--- src/rtl/benes_cfg_sequencer.sv ---
`default_nettype none
// ============================================================================
// Module   : benes_cfg_sequencer
// Purpose  : FIFO-buffered feeder that issues (data, mux config) entries to a
//            Benes network, holding each for 1+repeat cycles.
// Options  : BENES_CFG_SEQ_PERF_EN adds the o_issue_cycles counter port.
// Revision : 1.0 - initial release
// ============================================================================
module benes_cfg_sequencer #(
   parameter int  DATA_TYPE = 16,
   parameter int  NUM_PES   = 8,
   parameter int  LEVELS    = 7,
   parameter int  DEPTH     = 4,
   localparam int MUX_W     = 2*(LEVELS-2)*NUM_PES + NUM_PES,
   localparam int DATA_W    = NUM_PES*DATA_TYPE,
   localparam int PTR_W     = $clog2(DEPTH),
   localparam int CNT_W     = PTR_W + 1
) (
   input  logic              CLK,
   input  logic              rst,
   input  logic              i_valid,
   output logic              o_ready,
   input  logic [DATA_W-1:0] i_data_bus,
   input  logic [MUX_W-1:0]  i_mux_bus,
   input  logic [7:0]        i_repeat,
   input  logic              i_stall,
   output logic [DATA_W-1:0] o_data_bus,
   output logic [MUX_W-1:0]  o_mux_bus,
   output logic              o_valid,
   output logic              o_last,
   output logic [CNT_W-1:0]  o_count
`ifdef BENES_CFG_SEQ_PERF_EN
   ,
   output logic [31:0]       o_issue_cycles
`endif
);

   typedef enum logic [0:0] {
      S_IDLE  = 1'b0,
      S_ISSUE = 1'b1
   } state_t;

   state_t            r_state, w_state_nxt;
   logic [DATA_W-1:0] r_data_mem [DEPTH];
   logic [MUX_W-1:0]  r_mux_mem  [DEPTH];
   logic [7:0]        r_rep_mem  [DEPTH];
   logic [PTR_W-1:0]  r_wr_ptr, r_rd_ptr;
   logic [CNT_W-1:0]  r_count;
   logic [7:0]        r_rcnt, w_rcnt_nxt;
   logic [DATA_W-1:0] r_data;
   logic [MUX_W-1:0]  r_mux;
   logic              w_full, w_empty, w_push, w_pop;

   assign w_full  = (r_count == CNT_W'(DEPTH));
   assign w_empty = (r_count == '0);
   assign w_push  = i_valid && !w_full;

   // Storage carries no reset; occupancy and pointers define what is live.
   always_ff @(posedge CLK) begin
      if (w_push) begin
         r_data_mem[r_wr_ptr] <= i_data_bus;
         r_mux_mem[r_wr_ptr]  <= i_mux_bus;
         r_rep_mem[r_wr_ptr]  <= i_repeat;
      end
   end

   always_ff @(posedge CLK) begin
      if (rst) begin
         r_wr_ptr <= '0;
         r_rd_ptr <= '0;
         r_count  <= '0;
      end else begin
         if (w_push) r_wr_ptr <= r_wr_ptr + 1'b1;
         if (w_pop)  r_rd_ptr <= r_rd_ptr + 1'b1;
         case ({w_push, w_pop})
            2'b10:   r_count <= r_count + 1'b1;
            2'b01:   r_count <= r_count - 1'b1;
            default: r_count <= r_count;
         endcase
      end
   end

   // The FSM only ever inspects registered occupancy, so a fresh push into an
   // empty FIFO becomes eligible one edge later.
   always_comb begin
      w_state_nxt = r_state;
      w_rcnt_nxt  = r_rcnt;
      w_pop       = 1'b0;
      case (r_state)
         S_IDLE: begin
            if (!w_empty && !i_stall) begin
               w_pop       = 1'b1;
               w_rcnt_nxt  = r_rep_mem[r_rd_ptr];
               w_state_nxt = S_ISSUE;
            end
         end
         S_ISSUE: begin
            if (!i_stall) begin
               if (r_rcnt != 8'd0) begin
                  w_rcnt_nxt = r_rcnt - 8'd1;
               end else if (!w_empty) begin
                  w_pop      = 1'b1;
                  w_rcnt_nxt = r_rep_mem[r_rd_ptr];
               end else begin
                  w_state_nxt = S_IDLE;
               end
            end
         end
         default: w_state_nxt = S_IDLE;
      endcase
   end

   always_ff @(posedge CLK) begin
      if (rst) begin
         r_state <= S_IDLE;
         r_rcnt  <= '0;
         r_data  <= '0;
         r_mux   <= '0;
      end else begin
         r_state <= w_state_nxt;
         r_rcnt  <= w_rcnt_nxt;
         if (w_pop) begin
            r_data <= r_data_mem[r_rd_ptr];
            r_mux  <= r_mux_mem[r_rd_ptr];
         end
      end
   end

   assign o_ready    = !w_full;
   assign o_count    = r_count;
   assign o_valid    = (r_state == S_ISSUE);
   assign o_last     = o_valid && (r_rcnt == 8'd0);
   // Configuration is held while idle so the network does not toggle.
   assign o_data_bus = o_valid ? r_data : '0;
   assign o_mux_bus  = r_mux;

`ifdef BENES_CFG_SEQ_PERF_EN
   logic [31:0] r_issue_cycles;

   always_ff @(posedge CLK) begin
      if (rst)                      r_issue_cycles <= '0;
      else if (o_valid && !i_stall) r_issue_cycles <= r_issue_cycles + 32'd1;
   end

   assign o_issue_cycles = r_issue_cycles;
`endif

endmodule
`default_nettype wire

--- config.mk ---
export PLATFORM = sky130hd
export DESIGN_NAME = benes_cfg_sequencer
export DESIGN_NICKNAME = d
export VERILOG_FILES = /design/src/rtl/benes_cfg_sequencer.sv
export SDC_FILE = /design/constraint.sdc
export NUM_CORES = 1
export LEC_CHECK = 0
export CAP_MARGIN = 20
export CORE_MARGIN = 10
export CORE_UTILIZATION = 55
export DETAILED_ROUTE_END_ITERATION = 10
export MAX_ROUTING_LAYER = met4
export PLACE_DENSITY = 0.8
export SYNTH_ARGS = -nofsm -noshare
export SYNTH_HDL_FRONTEND = slang
export SYNTH_SLANG_ARGS = --single-unit
--- constraint.sdc ---
create_clock -name CLK -period 8.93 [get_ports CLK]
set_input_delay 2.2325 -clock CLK [delete_from_list [all_inputs] [get_ports CLK]]
set_output_delay 2.2325 -clock CLK [all_outputs]
set_load 0.02 [all_outputs]
After elaboration in Yosys (flattened, before gate mapping)
Memories as Yosys holds them, arrays and structs flattened. A register that Yosys moved wholly into a read port is not among the register bits.
Index checks and enable logic that the tools add are counted.
Storage, ports and cells
  flip-flop bits (word level): 16
  RAM bits: 896
  output and inout port bits: 222
  memories: 3
Operators by class
  $add $sub $neg: 5
  eq/ne operators: 6
  multiplexer cells: 19
  bitwise operators: 1
  reductions and logical operators: 11
Memories
  r_data_mem: depth 4, bits a word 128, read ports 1, clocked after memory_dff 1, wr ports 1, RTL line 44  | logic [DATA_W-1:0] r_data_mem [DEPTH];
  r_mux_mem: depth 4, bits a word 88, read ports 1, clocked after memory_dff 1, wr ports 1, RTL line 45  | logic [MUX_W-1:0] r_mux_mem [DEPTH];
  r_rep_mem: depth 4, bits a word 8, read ports 1, clocked after memory_dff 1, wr ports 1, RTL line 46  | logic [7:0] r_rep_mem [DEPTH];
Operator list (count)
  128-bit two-way mux: 1
  8-bit two-way mux: 4
  8-bit case mux with 2 select lines: 1
  8-bit zero test: 1
  1-bit two-way mux: 8
  8-bit nonzero test: 1
  8-bit by 1-bit subtractor with 8-bit output, second input constant: 1
  3-bit case mux with 2 select lines: 1
  2-bit by 1-bit adder with 2-bit output, second input constant: 2
  2-bit two-way mux: 2
  2-bit inequality test, second input constant: 2
  1-bit case mux with 2 select lines: 2
  3-bit by 1-bit adder with 3-bit output, second input constant: 1
  3-bit == test, second input constant: 1
  1-bit logical AND: 3
  1-bit zero test: 3
  3-bit zero test: 1
  3-bit by 2-bit inequality test with 1-bit output, second input constant: 1
  3-bit AND reduction: 1
  3-bit by 1-bit subtractor with 3-bit output, second input constant: 1
  2-bit by 1-bit == test with 1-bit output, second input constant: 1
  2-bit == test, second input constant: 1
  2-bit nonzero test: 1
  1-bit NOT: 1

Depth between registers and ports, before layout
Gate-level depths: netlist of the first run.
  depth in word-level cells: 7
  mapped depth: 13

Worst setup path after synthesis of the first run
OpenSTA, ideal clock, no wires.
  path kind: in2reg
  from: input port i_valid
  to: memory r_data_mem[0][0] in the netlist's numbering, enable pin
  arrival: 7.369 ns
  data required time: 8.315 ns
  setup slack: 0.946 ns
  stages on the path: 1
  buffers on the path: 0
  path through: and3_1
On the way
  cells in the longest elaborated chain, start to end: 3
RTL lines
  start, declared: RTL line 21  | input logic i_valid,
  1-bit logical AND: RTL line 56  | assign w_push = i_valid && !w_full;
  1-bit two-way mux: RTL line 60  | if (w_push) begin
  1-bit two-way mux (not written as such): RTL line 61  | r_data_mem[r_wr_ptr] <= i_data_bus;
  end, declared: RTL line 44
Every way passes these cells.

Worst setup path in the final report of the first run
  from: register r_state (netlist: o_valid)
  to: output port o_data_bus[113]
On the way
  cells in the longest elaborated chain, start to end: 1
RTL lines
  start, declared: RTL line 43  | state_t r_state, w_state_nxt;
  start signal, assigned: RTL line 120  | r_state <= w_state_nxt;
  128-bit two-way mux: RTL line 134  | assign o_data_bus = o_valid ? r_data : '0;
  end, declared: RTL line 27  | output logic [DATA_W-1:0] o_data_bus,
Every way passes these cells.

==> results of run 1 <==
## metal layers
metal | track usage, % | vias up | routed length [µm]
met4 | 6.71 | 0 | 2020
met3 | 6.52 | 139 | 10100
met2 | 36.9 | 1173 | 51800
met5 | - | - | 0
li1 | - | 10400 | -
met1 | 29.3 | 12400 | 38800
## cell families (layout without fill, tap and decap cells)
group                      Yosys count  in the layout
xor gates and xnor gates             3              3
and+or+nand+nor                    387            387
adders and majority gates            8              8
DFF                               1130           1130
muxes                              229            229
buffers and inverters              201            693
other                                0             36
AOI/OAI and AO/OA                  469            469
## flip-flops by register name, summed over array words and instances, names as in the netlist, named ones only
register and flops:
r_rep_mem 32, r_rcnt 8, o_valid 1, o_mux_bus 88, r_data 128, r_mux_mem 352, r_wr_ptr 2, r_data_mem 512
r_rd_ptr 2, o_count 3
## worst paths after layout
kind              slack, ns                          to                     from
setup / recovery       3.53             o_data_bus[113]       o_valid$_SDFF_PP0_
hold / removal         0.47     r_data[40]$_SDFFE_PP0P_  r_data[40]$_SDFFE_PP0P_
setup reg to reg       5.16  o_mux_bus[55]$_SDFFE_PP0P_  o_count[2]$_SDFFE_PP0P_
hold reg to reg        0.47     r_data[40]$_SDFFE_PP0P_  r_data[40]$_SDFFE_PP0P_
## metrics by stage
step | hold WS [ns] | worst slack, ns | total power [mW] | instance area [µm²] | cells
finish | 0.470 | 3.53 | 14.8 | 51500 | 3985
global route | 0.487 | 3.40 | 15.4 | 51500 | 3984
CTS | 0.472 | 3.46 | 14.9 | 51400 | 3948
detailed placement | 0.463 | 3.05 | 10.3 | 47600 | 3741
global placement | 0.455 | 3.19 | 10.2 | 47600 | 3741
floorplan | 0.449 | 0.946 | 9.14 | 42400 | 2427
## power groups by stage
stage | clock network, mW | logic (mW) | registers, mW
after floorplan | 0 | 2.18 | 6.95
after detailed placement | 0 | 3.35 | 6.91
after global routing | 4.96 | 3.58 | 6.88
after global placement | 0 | 3.29 | 6.86
after CTS | 4.74 | 3.37 | 6.81
final | 4.68 | 3.33 | 6.82
## Yosys cell counts (all sizes together), types with 5 or more instances
cell and number:
or3 6, edfxtp 896, inv 11, mux4 224, a21oi 226, dfxtp 234, buf 65, nor2 7
clkbuf 125, nand3 217, o21ai 220, and2 129, and3 5, nor2b 5, ha 7, nand2 5
## layout make-up
class | instances | area (µm²) | share of cell area, %
inverters | 11 | 41.3 | 0.0802
flip-flops and latches | 1130 | 31600 | 61.4
diodes | 36 | 90.1 | 0.175
multi-input cells | 1096 | 9910 | 19.3
clock buffers | 149 | 3010 | 5.85
repair buffers | 475 | 4830 | 9.38
clock inverters | 58 | 698 | 1.36
well taps | 1030 | 1290 | 2.50
## critical path: stages, from the launching register on
cell             delay [ns]
dfxtp_4                0.66
buf_4                  0.82
and2_1                 0.32
clkdlybuf4s50_1        0.66
==> impl_metrics.yaml, run 1 <==
synthesis:
  synthArstFlopShare_pct: 0
  yosys.area.top_type: "edfxtp_1"
  netlist_instances: 2427
  synth-xor-area-share_pct: 0.0620
  synth-main-ff-cell: "edfxtp_1"
  avgSynthCellArea_um2: 17.5
  synth-simple-area-share_pct: 5.21
  syn_area_um2: 42400
  yosysTopAreaCellShare_pct: 63.5
  synth_compound_area_share_pct: 5.73
  synth_edf_count: 896
  synth_cell_type_count: 50
  ys_warn_count: 0
  seq_area_frac_synth_pct: 74.6
  syn_nets: 2663
  synth_top_family_by_area: "multiplexers"
  netlist_top_cells_area: "edfxtp_1, mux4_2, dfxtp_1"
  synthMuxAreaShare_pct: 12.0
  synth_seq_cells: 1130
  yosys.area_share.adder_pct: 0.254
placed_design:
  gp_congestion: 0.772
  portBuffers: 449
  dpl.hpwl_um: 56200
power_and_ir_drop:
  max-vdd-ir-drop_mv: 0.256
  pwr-share-seq_pct: 46.0
  power_switching_mw: 4.24
  p_clk_share_pct: 31.6
  pwr-share-comb_pct: 22.5
  swShare_pct: 28.6
  powerDensity_nw_per_um2: 288
  internal-power_mw: 10.6
  p_leak_nw: 16.1
cells_and_area:
  final_nets: 3059
  fillers: 4900
  final_common_cell: "edfxtp_1"
  syn2layout_area_growth_pct: 21.5
  drive_gt1_share_pct: 14.9
  final_util_pct: 67.5
  most-common-layout-cells: "edfxtp_1, clkdlybuf4s50_1, dfxtp_1, a21oi_1, mux4_2"
floorplanning:
  die_area_um2: 88500
  row_count: 101
  die_height_um: 298
  fp.dieW_um: 298
  start_util_pct: 55.6
  core-area_um2: 76200
  pin_count: 450
cts:
  cts_max_level: 3
  cts-resized-gates: 0
  clockBufferDepth: 3
  ctsHoldBuffers: 0
  tritoncts.num_buffers: 109
  cts_sinks: 1130
  cts_setup_buffers: 0
  cts_root_buffer: "clkbuf_16"
  cts_tree: "done"
  clkLatencyLatePin_ns: 0.68
  path_clk_slew_ns: 0.06
routing:
  firstDrtPassIters: 8
  drt-total-wl_um: 103000
  final_antenna_net_count: 0
  wl_per_cell_um: 25.8
  route.vias.total: 24100
  first_iter_violations: 2283
  vias_per_cell: 6.06
  drc: 0
grt:
  grt-ovfl-total: 0
  antenna_found_initial: 37
  grt_pass1_vias: 24600
  track_usage_pct: 23.3
  grt_max_degree: 221
  grt_pass1_wl_um: 155000
outcome:
  status: "finished clean"
sta:
  clock_skew_ns: 0.0356
  max_freq_mhz: 185
  finalMaxSlewViolations: 0
  setup_violations: 0
  finalCritPeriodShare_pct: 60.4
  worst_pin_slew_ns: 1.31
  fin_setup_tns_ns: 0
  max_slew_margin_pct: 12.8
  rsz0062_at_grt: "no"
  hold_violations: 0
  period_needed_ns: 5.40
critical_path:
  required_ns: 6.70
  criticalPathCategory: "reg -> out"
  cp-end-kind: "output port"
  startpoint_type: "flip-flop"
  cp_max_fo: 90
  cp.arrival_ns: 3.17
  reg2reg_depth: 6
job:
  drv_cap: 0
min_path:
  hold_class: "reg -> reg"
  hold_depth: 2
Note: power is estimated with default switching activity, not from simulation.
==> run 2, diff against run 1 <==
--- a/config.mk
+++ b/config.mk
@@ -7,10 +7,10 @@
 export LEC_CHECK = 0
 export CAP_MARGIN = 20
 export CORE_MARGIN = 10
-export CORE_UTILIZATION = 55
+export CORE_UTILIZATION = 51
 export DETAILED_ROUTE_END_ITERATION = 10
 export MAX_ROUTING_LAYER = met4
-export PLACE_DENSITY = 0.8
+export PLACE_DENSITY = 0.78
 export SYNTH_ARGS = -nofsm -noshare
 export SYNTH_HDL_FRONTEND = slang
 export SYNTH_SLANG_ARGS = --single-unit
==> constraint.sdc (replaced) <==
create_clock -name CLK -period 4.3 [get_ports CLK]
set_input_delay 1.075 -clock CLK [delete_from_list [all_inputs] [get_ports CLK]]
set_output_delay 1.075 -clock CLK [all_outputs]
set_load 0.02 [all_outputs]
==> run 2 against run 1 <==
Against the previous run:
- hold slack improved by 0.0013 ns
- register-to-register slack worse by 3.8 ns
- sequential cell count is the same
- via count up 0.56%
- sequential share of layout area decreased by 0.98 points
- die area rose by 7.3%
- clock skew shrank 0.0030 ns
- non-clock buffer count up 33
- critical path depth increased by 2
- final cell count up 1.8%
- global-route usage shrank 0.90 points
- core utilization decreased by 3.9 points
- critical path type unchanged
- critical endpoint is now o_last
- largest cell class unchanged
- largest power group unchanged
==> impl_metrics.yaml, run 2 (synthesized netlist as in run 1, its figures left out) <==
floorplanning:
  row_count: 105
  die_area_um2: 95000
  die_height_um: 308
  start_util_pct: 51.5
  core-area_um2: 82200
  fp.dieW_um: 308
  pin_count: 450
cts:
  cts_max_level: 3
  cts_root_buffer: "clkbuf_16"
  clkLatencyLatePin_ns: 0.67
  cts_setup_buffers: 0
  cts_sinks: 1130
  clockBufferDepth: 3
  ctsHoldBuffers: 0
  cts-resized-gates: 0
  cts_tree: "done"
  tritoncts.num_buffers: 113
  path_clk_slew_ns: 0.07
cells_and_area:
  final_common_cell: "edfxtp_1"
  most-common-layout-cells: "edfxtp_1, clkdlybuf4s50_1, dfxtp_1, a21oi_1, mux4_2"
  regMostFlops: "r_data_mem"
  fin_area_um2: 52300
  syn2layout_area_growth_pct: 23.5
  final_nets: 3096
  drive_gt1_share_pct: 16.7
  largest_reg_flops: 512
  reg_top3: "r_data_mem: 512 flops, r_mux_mem: 352 flops, r_data: 128 flops"
power_and_ir_drop:
  max-vdd-ir-drop_mv: 0.422
  powerDensity_nw_per_um2: 606
  p_leak_nw: 16.6
critical_path:
  path_buf_inv: 2
  timing.rr.end: "o_mux_bus[37]$_SDFFE_PP0P_"
  slowest_stage: "clkdlybuf4s50_1"
  cp.arrival_ns: 2.81
  startpoint_type: "flip-flop"
  cp_max_fo: 10
  crit_family: "simple AND/OR/NAND/NOR gates"
  worstPathCellList: "inv_1 -> ha_1 -> nor3b_4 -> and3_1 -> clkdlybuf4s50_1"
  reg2reg_depth: 7
  worstSetupStartpoint: "r_rcnt[0]$_SDFFE_PP0P_"
  crit_end: "o_last"
  cp_num_cells: 5
  cp-end-kind: "output port"
  reg2reg_from: "r_rcnt[0]$_SDFFE_PP0P_"
  criticalPathCategory: "reg -> out"
  r2r_slack_ns: 1.37
  worst_path_largest_cell_delay_ns: 0.64
  required_ns: 3.22
routing:
  first_iter_violations: 2122
  final_antenna_net_count: 0
  firstDrtPassIters: 5
  wl_per_cell_um: 25.8
  drc: 0
  drt-total-wl_um: 105000
  vias_per_cell: 5.98
  route.vias.total: 24300
grt:
  grt_pass1_wl_um: 159000
  track_usage_pct: 22.4
  grt_pass1_vias: 25200
  grt-ovfl-total: 0
  antenna_found_initial: 27
  grt_max_degree: 221
placed_design:
  dpl.hpwl_um: 61800
  portBuffers: 449
  dpl_cell_area_um2: 48200
  gp_congestion: 0.828
min_path:
  hold_class: "reg -> reg"
  hold_depth: 2
  hold_start: "r_data[75]$_SDFFE_PP0P_"
sta:
  hold_violations: 0
  clock_skew_ns: 0.0326
  setup_violations: 0
  rsz0062_at_grt: "no"
  finalMaxSlewViolations: 0
  max_slew_margin_pct: 27.4
  max_freq_mhz: 257
  fin_setup_tns_ns: 0
  finalCritPeriodShare_pct: 90.5
  period_needed_ns: 3.89
  worst_pin_slew_ns: 1.09
outcome:
  status: "finished clean"
job:
  drv_cap: 0
run 2: power by group:
group / switching (mW) / internal [mW]
combinational: 4.05 / 3.15
clock: 4.13 / 6.19
sequential: 0.808 / 13.4
run 2: per-layer routing:
metal,vias up,global-route usage [%],routed length (µm)
met1,12600,29.0,41900
met2,1053,35.3,51800
met3,145,5.49,9030
met5,-,-,0
met4,0,6.14,1950
li1,10500,-,-
run 2: worst min-delay path, cell delays in order, from the launching register on:
cell and delay, ns:
dfxtp_1 0.30, o21ai_0 0.06, a21oi_1 0.06
run 2: worst min path at each step:
| stage | endpoint | slack (ns) |
|---|---|---|
| after floorplan | r_data[0]$_SDFFE_PP0P_ | 0.45 |
| after global placement | r_data[111]$_SDFFE_PP0P_ | 0.46 |
| after detailed placement | r_data[100]$_SDFFE_PP0P_ | 0.46 |
| after CTS | r_data[100]$_SDFFE_PP0P_ | 0.47 |
| after global routing | r_data[100]$_SDFFE_PP0P_ | 0.48 |
| final | r_data[75]$_SDFFE_PP0P_ | 0.47 |
run 2: per-stage QoR:
| step | setup WS [ns] | util, % | instances | power (mW) | hold slack (ns) |
|---|---|---|---|---|---|
| 2_1_floorplan | 0.0489 | - | 2427 | 18.9 | 0.449 |
| 3_3_place_gp | 0.898 | 58.6 | 3814 | 21.4 | 0.456 |
| 3_5_place_dp | 0.907 | 58.6 | 3814 | 21.6 | 0.462 |
| 4_1_cts | 0.324 | 63.5 | 4028 | 31.9 | 0.470 |
| 5_1_grt | 0.295 | 63.6 | 4054 | 33.0 | 0.484 |
| 6_report | 0.410 | 63.6 | 4057 | 31.7 | 0.471 |
run 2: final cells by class:
| cell class | instances | area [µm²] |
|---|---|---|
| inverters | 11 | 41.3 |
| flip-flops and latches | 1130 | 31600 |
| clock inverters | 56 | 777 |
| fillers | 5586 | 29900 |
| multi-input cells | 1096 | 9910 |
| diodes | 28 | 70.1 |
| well taps | 1070 | 1340 |
| clock buffers | 158 | 3240 |
| repair buffers | 508 | 5320 |
